File: src/rtl/if_fetch_q.sv
// Instruction fetch unit: single-outstanding memory requester feeding a small in-order
// fetch queue whose head drives the decode interface; redirects flush the queue and steer the PC.
module if_fetch_q #(
    parameter int              AW       = 16,
    parameter int              DW       = 16,
    parameter int              OFF_W    = 11,
    parameter int              DEPTH    = 2,
    parameter logic [AW-1:0]   RESET_PC = '0
) (
    input  logic             clk,
    input  logic             rst,
    input  logic             redir_valid_i,
    input  logic             redir_abs_i,
    input  logic [AW-1:0]    redir_base_i,
    input  logic [OFF_W-1:0] redir_off_i,
    input  logic [AW-1:0]    redir_addr_i,
    output logic             imem_req_o,
    output logic [AW-1:0]    imem_addr_o,
    input  logic             imem_gnt_i,
    input  logic             imem_rvalid_i,
    input  logic [DW-1:0]    imem_rdata_i,
    output logic             id_valid_o,
    input  logic             id_ready_i,
    output logic [DW-1:0]    id_instr_o,
    output logic [AW-1:0]    id_pc_o,
    output logic [AW-1:0]    id_pc_next_o,
    output logic [1:0]       dbg_state_o
);
    // Handshakes: imem request transfers when imem_req_o && imem_gnt_i; decode transfer
    // (pop) when id_valid_o && id_ready_i; both are void in a cycle with redir_valid_i high.
    localparam int CW = $clog2(DEPTH + 1);

    typedef enum logic [1:0] {
        S_REQ  = 2'd0,
        S_WAIT = 2'd1,
        S_HOLD = 2'd2
    } state_e;

    state_e          state_q;
    logic [AW-1:0]   pc_q;
    logic [AW-1:0]   req_pc_q;
    logic            drop_q;
    logic [CW-1:0]   cnt_q;
    logic [CW-1:0]   cnt_d;
    logic [DW-1:0]   instr_q [DEPTH];
    logic [DW-1:0]   instr_d [DEPTH];
    logic [AW-1:0]   epc_q   [DEPTH];
    logic [AW-1:0]   epc_d   [DEPTH];
    logic [AW-1:0]   target;
    logic [AW-1:0]   pc_inc;
    logic [CW-1:0]   wr_idx;
    logic            push;
    logic            pop;
    logic            space_after;

    assign id_valid_o   = (cnt_q != '0);
    assign id_instr_o   = instr_q[0];
    assign id_pc_o      = epc_q[0];
    assign id_pc_next_o = id_valid_o ? epc_q[0] + AW'(1) : '0;
    assign imem_req_o   = (state_q == S_REQ) && !rst;
    assign imem_addr_o  = pc_q;
    assign dbg_state_o  = state_q;

    // Queue is a shift register with the head in slot 0, so id_* come straight from flops.
    always_comb begin
        target      = redir_abs_i ? redir_addr_i
                    : redir_base_i + {{(AW-OFF_W){redir_off_i[OFF_W-1]}}, redir_off_i};
        pc_inc      = pc_q + AW'(1);
        pop         = id_valid_o && id_ready_i && !redir_valid_i;
        push        = (state_q == S_WAIT) && imem_rvalid_i && !drop_q && !redir_valid_i;
        wr_idx      = cnt_q - CW'(pop);
        for (int i = 0; i < DEPTH; i++) begin
            instr_d[i] = instr_q[i];
            epc_d[i]   = epc_q[i];
        end
        if (pop) begin
            for (int i = 0; i < DEPTH - 1; i++) begin
                instr_d[i] = instr_q[i+1];
                epc_d[i]   = epc_q[i+1];
            end
        end
        if (push) begin
            for (int i = 0; i < DEPTH; i++) begin
                if (CW'(i) == wr_idx) begin
                    instr_d[i] = imem_rdata_i;
                    epc_d[i]   = req_pc_q;
                end
            end
        end
        cnt_d       = redir_valid_i ? '0 : cnt_q + CW'(push) - CW'(pop);
        space_after = int'(cnt_d) < DEPTH;
    end

    always_ff @(posedge clk) begin
        if (rst) begin
            state_q  <= S_REQ;
            pc_q     <= RESET_PC;
            req_pc_q <= '0;
            drop_q   <= 1'b0;
            cnt_q    <= '0;
            for (int i = 0; i < DEPTH; i++) begin
                instr_q[i] <= '0;
                epc_q[i]   <= '0;
            end
        end else begin
            cnt_q <= cnt_d;
            for (int i = 0; i < DEPTH; i++) begin
                instr_q[i] <= instr_d[i];
                epc_q[i]   <= epc_d[i];
            end
            case (state_q)
                S_REQ: begin
                    if (imem_gnt_i) begin
                        state_q  <= S_WAIT;
                        req_pc_q <= pc_q;
                        drop_q   <= redir_valid_i;
                        pc_q     <= redir_valid_i ? target : pc_inc;
                    end else if (redir_valid_i) begin
                        pc_q <= target;
                    end
                end
                S_WAIT: begin
                    if (imem_rvalid_i) begin
                        drop_q <= 1'b0;
                        if (redir_valid_i || drop_q) begin
                            state_q <= S_REQ;
                        end else begin
                            state_q <= space_after ? S_REQ : S_HOLD;
                        end
                        if (redir_valid_i) begin
                            pc_q <= target;
                        end
                    end else if (redir_valid_i) begin
                        drop_q <= 1'b1;
                        pc_q   <= target;
                    end
                end
                S_HOLD: begin
                    if (redir_valid_i) begin
                        state_q <= S_REQ;
                        pc_q    <= target;
                    end else if (pop) begin
                        state_q <= S_REQ;
                    end
                end
                default: state_q <= S_REQ;
            endcase
        end
    end
endmodule

File: config.mk
export PLATFORM = sky130hd
export DESIGN_NAME = if_fetch_q
export DESIGN_NICKNAME = d
export VERILOG_FILES = /design/src/rtl/if_fetch_q.sv
export SDC_FILE = /design/constraint.sdc
export NUM_CORES = 1
export LEC_CHECK = 0
export CELL_PAD_IN_SITES_DETAIL_PLACEMENT = 0
export CELL_PAD_IN_SITES_GLOBAL_PLACEMENT = 2
export CORE_MARGIN = 2
export CORE_UTILIZATION = 31
export DETAILED_ROUTE_END_ITERATION = 16
export HOLD_SLACK_MARGIN = 0.05
export PLACE_DENSITY = 0.89
export SYNTH_ARGS = -nofsm -noshare
export SYNTH_HDL_FRONTEND = slang
export SYNTH_SLANG_ARGS = --single-unit
File: constraint.sdc
create_clock -name clk -period 4.5 [get_ports clk]
set_clock_uncertainty 0.15 [all_clocks]
set_input_delay 0.9 -clock clk [delete_from_list [all_inputs] [get_ports clk]]
set_output_delay 0.9 -clock clk [all_outputs]
set_load 0.01 [all_outputs]
Yosys cells after proc, flatten, opt, wreduce, memory -nomap -nowiden
Memory sizes are Yosys's and may differ from the RTL's.
Index checks and enable logic that the tools add are counted.
- add/subtract/negate cells: 6
- $mul: 0
- divide/modulo/power cells: 0
- order comparisons: 1
- eq/ne operators: 7
- shift-type cells: 0
- muxes and demuxes: 33
- bitwise gates (word level): 4
- reductions and logical operators: 19
- operators with widths (kind ; number):
    two-way mux 16 bit ; 15
    two-way mux 32 bit ; 2
    adder 16 x 1 -> 16 bit (second input constant) ; 2
    case mux 16 bit (2 select lines) ; 1
    adder 16 bit ; 1
    two-way mux 2 bit ; 7
    logical AND 1 bit ; 6
    two-way mux 1 bit ; 6
    != test 3 bit (second input constant) ; 2
    case mux 2 bit (3 select lines) ; 1
    AND reduction 3 bit ; 2
    nonzero test 2 bit ; 3
    logical NOT 2 bit ; 2
    != test 2 bit (second input constant) ; 2
    bitwise OR 1 bit ; 4
    subtractor 2 x 1 -> 2 bit ; 2
    logical NOT 1 bit ; 3
    adder 2 x 1 -> 2 bit ; 1
    equality test 1 x 2 -> 1 bit (first input constant) ; 1
    equality test 2 x 1 -> 1 bit (second input constant) ; 1
    equality test 2 bit (second input constant) ; 1
    less-than comparator 2 bit (second input constant) ; 1
    case mux 1 bit (2 select lines) ; 1
    AND reduction 2 bit ; 1
    other kinds (2) ; 2
- flip-flop bits (word level): 37
- bits in latches: 0
- RAM bits: 64
- bits in read-only memories: 0
- input bits: 66
- output and inout port bits: 68
- logic and storage cells: 77
- memories: 2
- memories (name ; words ; width ; read ports ; clocked after memory_dff ; wr ports ; line ; source):
    epc_q ; 2 ; 16 ; 2 ; 0 ; 2 ; 47 ; logic [AW-1:0] epc_q [DEPTH];
    instr_q ; 2 ; 16 ; 2 ; 0 ; 2 ; 45 ; logic [DW-1:0] instr_q [DEPTH];

Logic depth before layout (Yosys ltp)
Gate-level depths: netlist (run 1).
- depth after elaboration: 12
- mapped depth: 13
- mapped depth without buffers: 12

Worst setup path before layout (run 1)
OpenSTA, ideal clock, no wires.
- path kind: input to register
- start point: input redir_valid_i
- end point: memory epc_q[1][8] (netlist: epc_q[0][24])
- library setup time: 0.132 ns
- arrival: 2.688 ns
- required time: 4.218 ns
- setup slack: 1.529 ns
- stages: 11
- buffers on the path: 4
- path through: buf_2 nor2_2 buf_4 ha_1 xnor2_1 nand4_1 or2_2 clkbuf_1 clkbuf_1 nand2_1 a21oi_1
- RTL lines (item ; line ; source):
    start, declared ; 12 ; input logic redir_valid_i,
    end, declared ; 47 ;

==> impl_metrics.env, run 1 <==
export IMPL_max_slew_margin_pct=48.6
export IMPL_p_leak_nw=2.62
export IMPL_status="finished, final reports clean"
export IMPL_antenna_left=0
export IMPL_clk_path_buf_depth=2
export IMPL_drtIter0Drc=321
export IMPL_slew_viol_final=0
export IMPL_yosys_register_bits=101
export IMPL_cts_root_buf="clkbuf_16"
export IMPL_routabilityCongestion=0.815
export IMPL_ctsHoldBuffers=0
export IMPL_synthFlopType="dfxtp_1"
export IMPL_grt_first_pass_wirelength_um=26400
export IMPL_cts_buffers=9
export IMPL_synth_warnings=0
export IMPL_post_cts_setup_buffers=0
export IMPL_fin_crit_sh_pct=80.6
export IMPL_synthArstFlopShare_pct=0
export IMPL_place_hpwl_um=11600
export IMPL_coreArea_um2=18800
export IMPL_die_area_um2=20300
export IMPL_drt_wirelength_per_cell_um=15.0
export IMPL_synth_edf_count=0
export IMPL_holdWs_ns=0.304
export IMPL_synth_area_um2=5940
export IMPL_synth_seq_area_share_pct=34.0
export IMPL_peakVddDrop_uv=157
export IMPL_fillCellCount=1960
export IMPL_drive_above_1_share_pct=4.67
export IMPL_overflow=0
export IMPL_hp_class="reg2reg"
export IMPL_setup_violations=0
export IMPL_drc=0
export IMPL_worst_pin_slew_ns=0.771
export IMPL_syn2layout_area_growth_pct=26.7
export IMPL_min_period_ns=3.63
export IMPL_cts_clk_slew_worst_paths_ns=0.07
export IMPL_via_per_inst=4.97
export IMPL_diodes=0
export IMPL_end_kind="output port"
export IMPL_h_tree_depth=3
export IMPL_ys_types=63
export IMPL_rsz0062_at_grt="no"
export IMPL_die_w_um=142
export IMPL_critPathArrivalTime_ns=2.58
export IMPL_cts_tree="yes"
export IMPL_cts_resized=0
export IMPL_cp_max_fo=6
export IMPL_rows=50
export IMPL_synth_top_family_by_area="simple AND/OR/NAND/NOR gates"
export IMPL_cts_sinks=101
export IMPL_synth_xor_area_share_pct=4.28
export IMPL_fin_area_um2=7530
export IMPL_synth_simple_area_share_pct=22.2
export IMPL_timing_setup_critical_path_class="reg2out"
export IMPL_synth_net_count=850
export IMPL_port_buffers=133
export IMPL_avgSynthCellArea_um2=7.83
export IMPL_synthAdderAreaFrac_pct=5.39
export IMPL_placed_cell_area_um2=7210
export IMPL_clock_latency_ns=0.33
export IMPL_grt_max_degree=71
export IMPL_antenna_found_initial=0
export IMPL_die_y_um=142
export IMPL_start_util_pct=31.7
export IMPL_synth_compound_area_share_pct=18.9
export IMPL_crit_required_ns=3.45
export IMPL_grt_pass1_vias=5030
export IMPL_p_per_area_nw_per_um2=297
export IMPL_routed_via_count=5320
export IMPL_io_pins=134
export IMPL_syn_inst=759
export IMPL_wirelength_um=16000
export IMPL_dr_pass1_iters=4
export IMPL_cap_viol_max_count=0
export IMPL_final_hold_violation_count=0
export IMPL_grt_usage_pct=16.0
export IMPL_synth_area_mux_share_pct=6.68
export IMPL_fmax_mhz=276
export IMPL_finalNetCount=923
export IMPL_tns_ns=0
export IMPL_worstSetupStartpointType="flip-flop"
[Yosys cell counts (3+ instances only)]
master	count	area (µm²)
nor3b_1	3	22.5
and4_1	3	26.3
nor3_1	11	55.1
buf_1	7	26.3
clkbuf_1	33	124
inv_1	18	67.6
or3_1	3	18.8
nand3_1	16	80.1
mux2i_1	37	370
nand4_1	13	81.3
nor2b_1	4	25.0
xor2_1	14	123
a21oi_1	77	385
buf_2	3	15.0
xnor2_1	15	131
dfxtp_1	101	2020
a211oi_1	35	263
nand2b_1	4	25.0
a311oi_1	5	43.8
nor4_1	3	18.8
o21ai_0	21	105
nand2_1	124	465
a31oi_1	5	31.3
ha_1	24	300
and3_1	6	37.5
nor2_1	83	312
buf_4	36	270
o211ai_1	5	37.5
and2_1	5	31.3
[metal layers]
| layer | up-vias | track usage (%) | share of wire [%] |
|---|---|---|---|
| met5 | - | 0 | 0 |
| met4 | 0 | 3.91 | 1.1 |
| met3 | 11 | 3.36 | 5.6 |
| met2 | 137 | 25.1 | 45 |
| met1 | 2389 | 22.5 | 49 |
| li1 | 2783 | - | - |
[power breakdown]
part | switching [mW] | internal (mW) | leakage (nW)
clock network | 0.326 | 0.499 | 0.152
registers | 0.0545 | 0.933 | 0.820
logic | 0.211 | 0.210 | 1.65
[registers in the layout, summed over array words and instances (netlist names)]
signal	cells
epc_q	32
instr_q	32
imem_addr_o	16
req_pc_q	16
cnt_q	2
dbg_state_o	2
drop_q	1
[worst max-delay path, cell delays in order (launching register included)]
cell and delay [ns]:
dfxtp_1 0.45, and3_1 0.22, and3_1 0.24, nand4_1 0.22
or3_1 0.40, a21oi_1 0.16, clkdlybuf4s50_1 0.56
[logic make-up (layout without fill, tap and decap cells)]
family,Yosys count,in the layout
fa+ha+maj,25,25
flops,101,101
buf+inv,98,175
mux,39,39
simple gates,290,290
compound gates,177,177
xor+xnor,29,29
[placed cells by master, fill, tap and decap left out, drive strengths merged, types with 4 or more instances in the layout]
master / instances
clkdlybuf4s50: 132
xnor2: 15
buf: 10
xor2: 14
a311oi: 5
and3: 6
nand4: 15
nor2b: 4
inv: 18
a31oi: 5
a21oi: 77
dfxtp: 101
clkbuf: 11
nor2: 85
nor3: 11
nand2: 124
o21ai: 24
o211ai: 5
and2: 5
a211oi: 35
nor4: 4
nand3: 16
mux2i: 37
nand2b: 4
ha: 24
[path summary, 6_finish.rpt]
check / endpoint / start / depth (start not counted) / slack, ns
max: id_pc_next_o[11] / epc_q[0][3] / 6 / 0.87
min: epc_q[0][17] / epc_q[0][17] / 2 / 0.30
max reg2reg: dbg_state_o[1] / cnt_q[0] / 14 / 1.53
min reg2reg: epc_q[0][17] / epc_q[0][17] / 2 / 0.30
[stage by stage]
stage | utilization (%) | cells | setup slack [ns] | power, mW
final | 40.1 | 1070 | 0.872 | 2.23
after global routing | 40.1 | 1070 | 0.709 | 2.35
after CTS | 40.1 | 1070 | 0.871 | 2.26
after detailed placement | 38.4 | 1055 | 0.929 | 1.43
after global placement | 38.4 | 1055 | 0.964 | 1.43
after floorplan | - | 759 | 1.53 | 1.25
[area by class of cell]
| class | count | area, µm² | share of cell area, % |
|---|---|---|---|
| inverters | 18 | 67.6 | 0.898 |
| well taps | 234 | 293 | 3.89 |
| flip-flops and latches | 101 | 2020 | 26.9 |
| clock inverters | 4 | 72.6 | 0.964 |
| multi-input cells | 560 | 3420 | 45.4 |
| clock buffers | 11 | 243 | 3.22 |
| repair buffers | 142 | 1410 | 18.7 |
Power figures use the tool's default switching activity.
==> inputs of run 2 (changes only) <==
Settings changed: CORE_UTILIZATION 31 to 26, PLACE_DENSITY 0.89 to 0.8.
Clock period 4.5 ns to 3.2 ns, I/O delays scaled along.
==> run 2 against run 1 <==
Final area rose by 2.9%. Hold slack barely moved. Largest power group unchanged. Utilization fell by 5.7 points. Wire length rose by 4.9%. Highest routed layer unchanged. Power rose by 40%. Critical path type unchanged. Cell count rose by 6.3%. Flip-flop and latch count did not move. Largest cell class unchanged. Count of clock-buffer cells in the layout rose by 1. Critical endpoint is now id_pc_next_o[12].
==> impl_metrics.env, run 2 (synthesis gave the netlist of run 1 again) <==
export IMPL_status="finished, final reports clean"
export IMPL_p_sw_share_pct=27.4
export IMPL_antenna_left=0
export IMPL_wirelength_um=16800
export IMPL_dp_cells=1121
export IMPL_grt_max_degree=98
export IMPL_final_cell_mix="clkdlybuf4s50_1 (128), nand2_1 (123), dfxtp_1 (99), nor2_1 (82), a21oi_1 (77)"
export IMPL_r2r_start="dbg_state_o[0]"
export IMPL_antenna_found_initial=1
export IMPL_drive_above_1_share_pct=7.16
export IMPL_placed_cell_area_um2=7410
export IMPL_setup_violations=0
export IMPL_cts_sinks=101
export IMPL_end_kind="output port"
export IMPL_rows=55
export IMPL_die_w_um=155
export IMPL_fin_area_um2=7740
export IMPL_worst_pin_slew_ns=0.842
export IMPL_drt_wirelength_per_cell_um=14.8
export IMPL_worstSetupStartpointType="flip-flop"
export IMPL_crit_start="epc_q[0][4]"
export IMPL_cts_clk_slew_worst_paths_ns=0.07
export IMPL_mostFrequentLayoutCell="clkdlybuf4s50_1"
export IMPL_cts_buffers=9
export IMPL_crit_end="id_pc_next_o[12]"
export IMPL_fillCellCount=2367
export IMPL_p_leak_nw=2.76
export IMPL_seqPwrFrac_pct=44.3
export IMPL_p_clk_share_pct=36.0
export IMPL_crit_required_ns=2.41
export IMPL_max_slew_margin_pct=43.8
export IMPL_drtIter0Drc=329
export IMPL_finalNetCount=939
export IMPL_cap_viol_max_count=0
export IMPL_coreArea_um2=22500
export IMPL_comb_power_share_pct=19.7
export IMPL_reg2reg_to="imem_addr_o[15]"
export IMPL_grt_pass1_vias=5143
export IMPL_cp_num_buf_inv=1
export IMPL_crit_family="simple AND/OR/NAND/NOR gates"
export IMPL_min_period_ns=3.05
export IMPL_worst_slack_ns=0.152
export IMPL_ctsHoldBuffers=0
export IMPL_path_depth=7
export IMPL_h_tree_depth=3
export IMPL_place_hpwl_um=12200
export IMPL_worstRegToRegCells=8
export IMPL_clock_latency_ns=0.35
export IMPL_slew_viol_final=0
export IMPL_slowest_stage="clkdlybuf4s50_1"
export IMPL_cts_tree="yes"
export IMPL_critPathArrivalTime_ns=2.26
export IMPL_fmax_mhz=328
export IMPL_fin_crit_sh_pct=95.2
export IMPL_routabilityCongestion=0.777
export IMPL_io_pins=134
export IMPL_max_stage_delay_ns=0.54
export IMPL_die_area_um2=24100
export IMPL_layout_cells_non_filler=1137
export IMPL_crit_chain="and3_4, and3_2, and4_1, nand3_1, xor2_1, nor2_1, clkdlybuf4s50_1"
export IMPL_cts_root_buf="clkbuf_16"
export IMPL_final_hold_violation_count=0
export IMPL_hp_class="reg2reg"
export IMPL_p_int_mw=2.27
export IMPL_peakVddDrop_uv=204
export IMPL_port_buffers=133
export IMPL_grt_usage_pct=14.2
export IMPL_timing_setup_critical_path_class="reg2out"
export IMPL_start_util_pct=26.4
export IMPL_die_y_um=155
export IMPL_p_per_area_nw_per_um2=404
export IMPL_reg_largest_list="epc_q (32), instr_q (32)"
export IMPL_cp_max_fo=5
export IMPL_rsz0062_at_grt="no"
export IMPL_drc=0
export IMPL_via_per_inst=4.71
export IMPL_syn2layout_area_growth_pct=30.3
export IMPL_rrSetupSlack_ns=0.64
export IMPL_diodes=0
export IMPL_routed_via_count=5351
export IMPL_p_sw_mw=0.856
export IMPL_grt_first_pass_wirelength_um=27600
export IMPL_overflow=0
export IMPL_dr_pass1_iters=4
export IMPL_holdWs_ns=0.305
export IMPL_clk_path_buf_depth=2
export IMPL_place_ws_ns=-0.0981
==> run 2: cell types whose count changed in the layout (fill, tap and decap cells not counted), moves of 2 or more <==
cell	before	now
dlymetal6s2s_1	0	3
clkdlybuf4s50_1	132	128
buf_4	9	23
dfxtp_2	0	2
buf_12	1	3
and3_1	6	4
dfxtp_1	101	99
==> run 2: layout make-up <==
cell class / instances / area, µm² / share of cell area [%]
Multi-Input combinational cell: 560 / 3430 / 44.3
Sequential cell: 101 / 2020 / 26.1
Timing Repair Buffer: 158 / 1560 / 20.1
Tap cell: 285 / 357 / 4.60
Clock buffer: 12 / 256 / 3.31
Inverter: 18 / 67.6 / 0.873
Clock inverter: 3 / 45.0 / 0.582
==> run 2: metrics by stage <==
step | utilization (%) | setup TNS (ns) | total power, mW
final | 34.4 | 0 | 3.13
after global routing | 34.4 | 0 | 3.28
after CTS | 34.3 | 0 | 3.17
after detailed placement | 32.9 | -0.0981 | 2.03
after global placement | 32.9 | -0.0745 | 2.03
after floorplan | - | 0 | 1.76
==> run 2: how the worst min path moves through the flow <==
stage | start | to | slack, ns | cells past startpoint
after detailed placement | instr_q[0][28] | instr_q[0][28] | 0.30 | 2
final | instr_q[0][18] | instr_q[0][18] | 0.30 | 2
after CTS | instr_q[0][28] | instr_q[0][28] | 0.31 | 2
after global placement | instr_q[0][30] | instr_q[0][30] | 0.29 | 2
after global routing | instr_q[0][30] | instr_q[0][30] | 0.32 | 2
after floorplan | epc_q[0][16] | epc_q[0][16] | 0.29 | 2
==> run 2: worst min-delay path: cells and delay by family, from the launching register on <==
family,cells,cell delay (ns)
flip-flops,1,0.31
AND/OR/NAND/NOR,1,0.05
AO/OA/AOI/OAI,1,0.05
==> run 2: power by group through the flow <==
| stage | clock network (mW) | logic, mW | registers [mW] |
|---|---|---|---|
| 5_1_grt | 1.20 | 0.682 | 1.40 |
| 4_1_cts | 1.16 | 0.624 | 1.38 |
| 3_5_place_dp | 0 | 0.621 | 1.41 |
| 2_1_floorplan | 0 | 0.358 | 1.40 |
| 6_report | 1.12 | 0.617 | 1.38 |
| 3_3_place_gp | 0 | 0.620 | 1.41 |
==> run 2: routing by layer <==
layer  track usage (%)  part of all wire (%)  vias to the layer above
met5                 0                     0                        -
met3              2.81                   5.7                       13
met1              19.6                    49                     2405
met2              22.4                    44                      124
li1                  -                     -                     2809
met4              4.37                   1.3                        0
==> run 2: repair_timing <==
action,CTS,global route
setup buffers,0,1
pin swaps,1,1
setup endpoints to repair,4,5
gates resized for setup,4,6
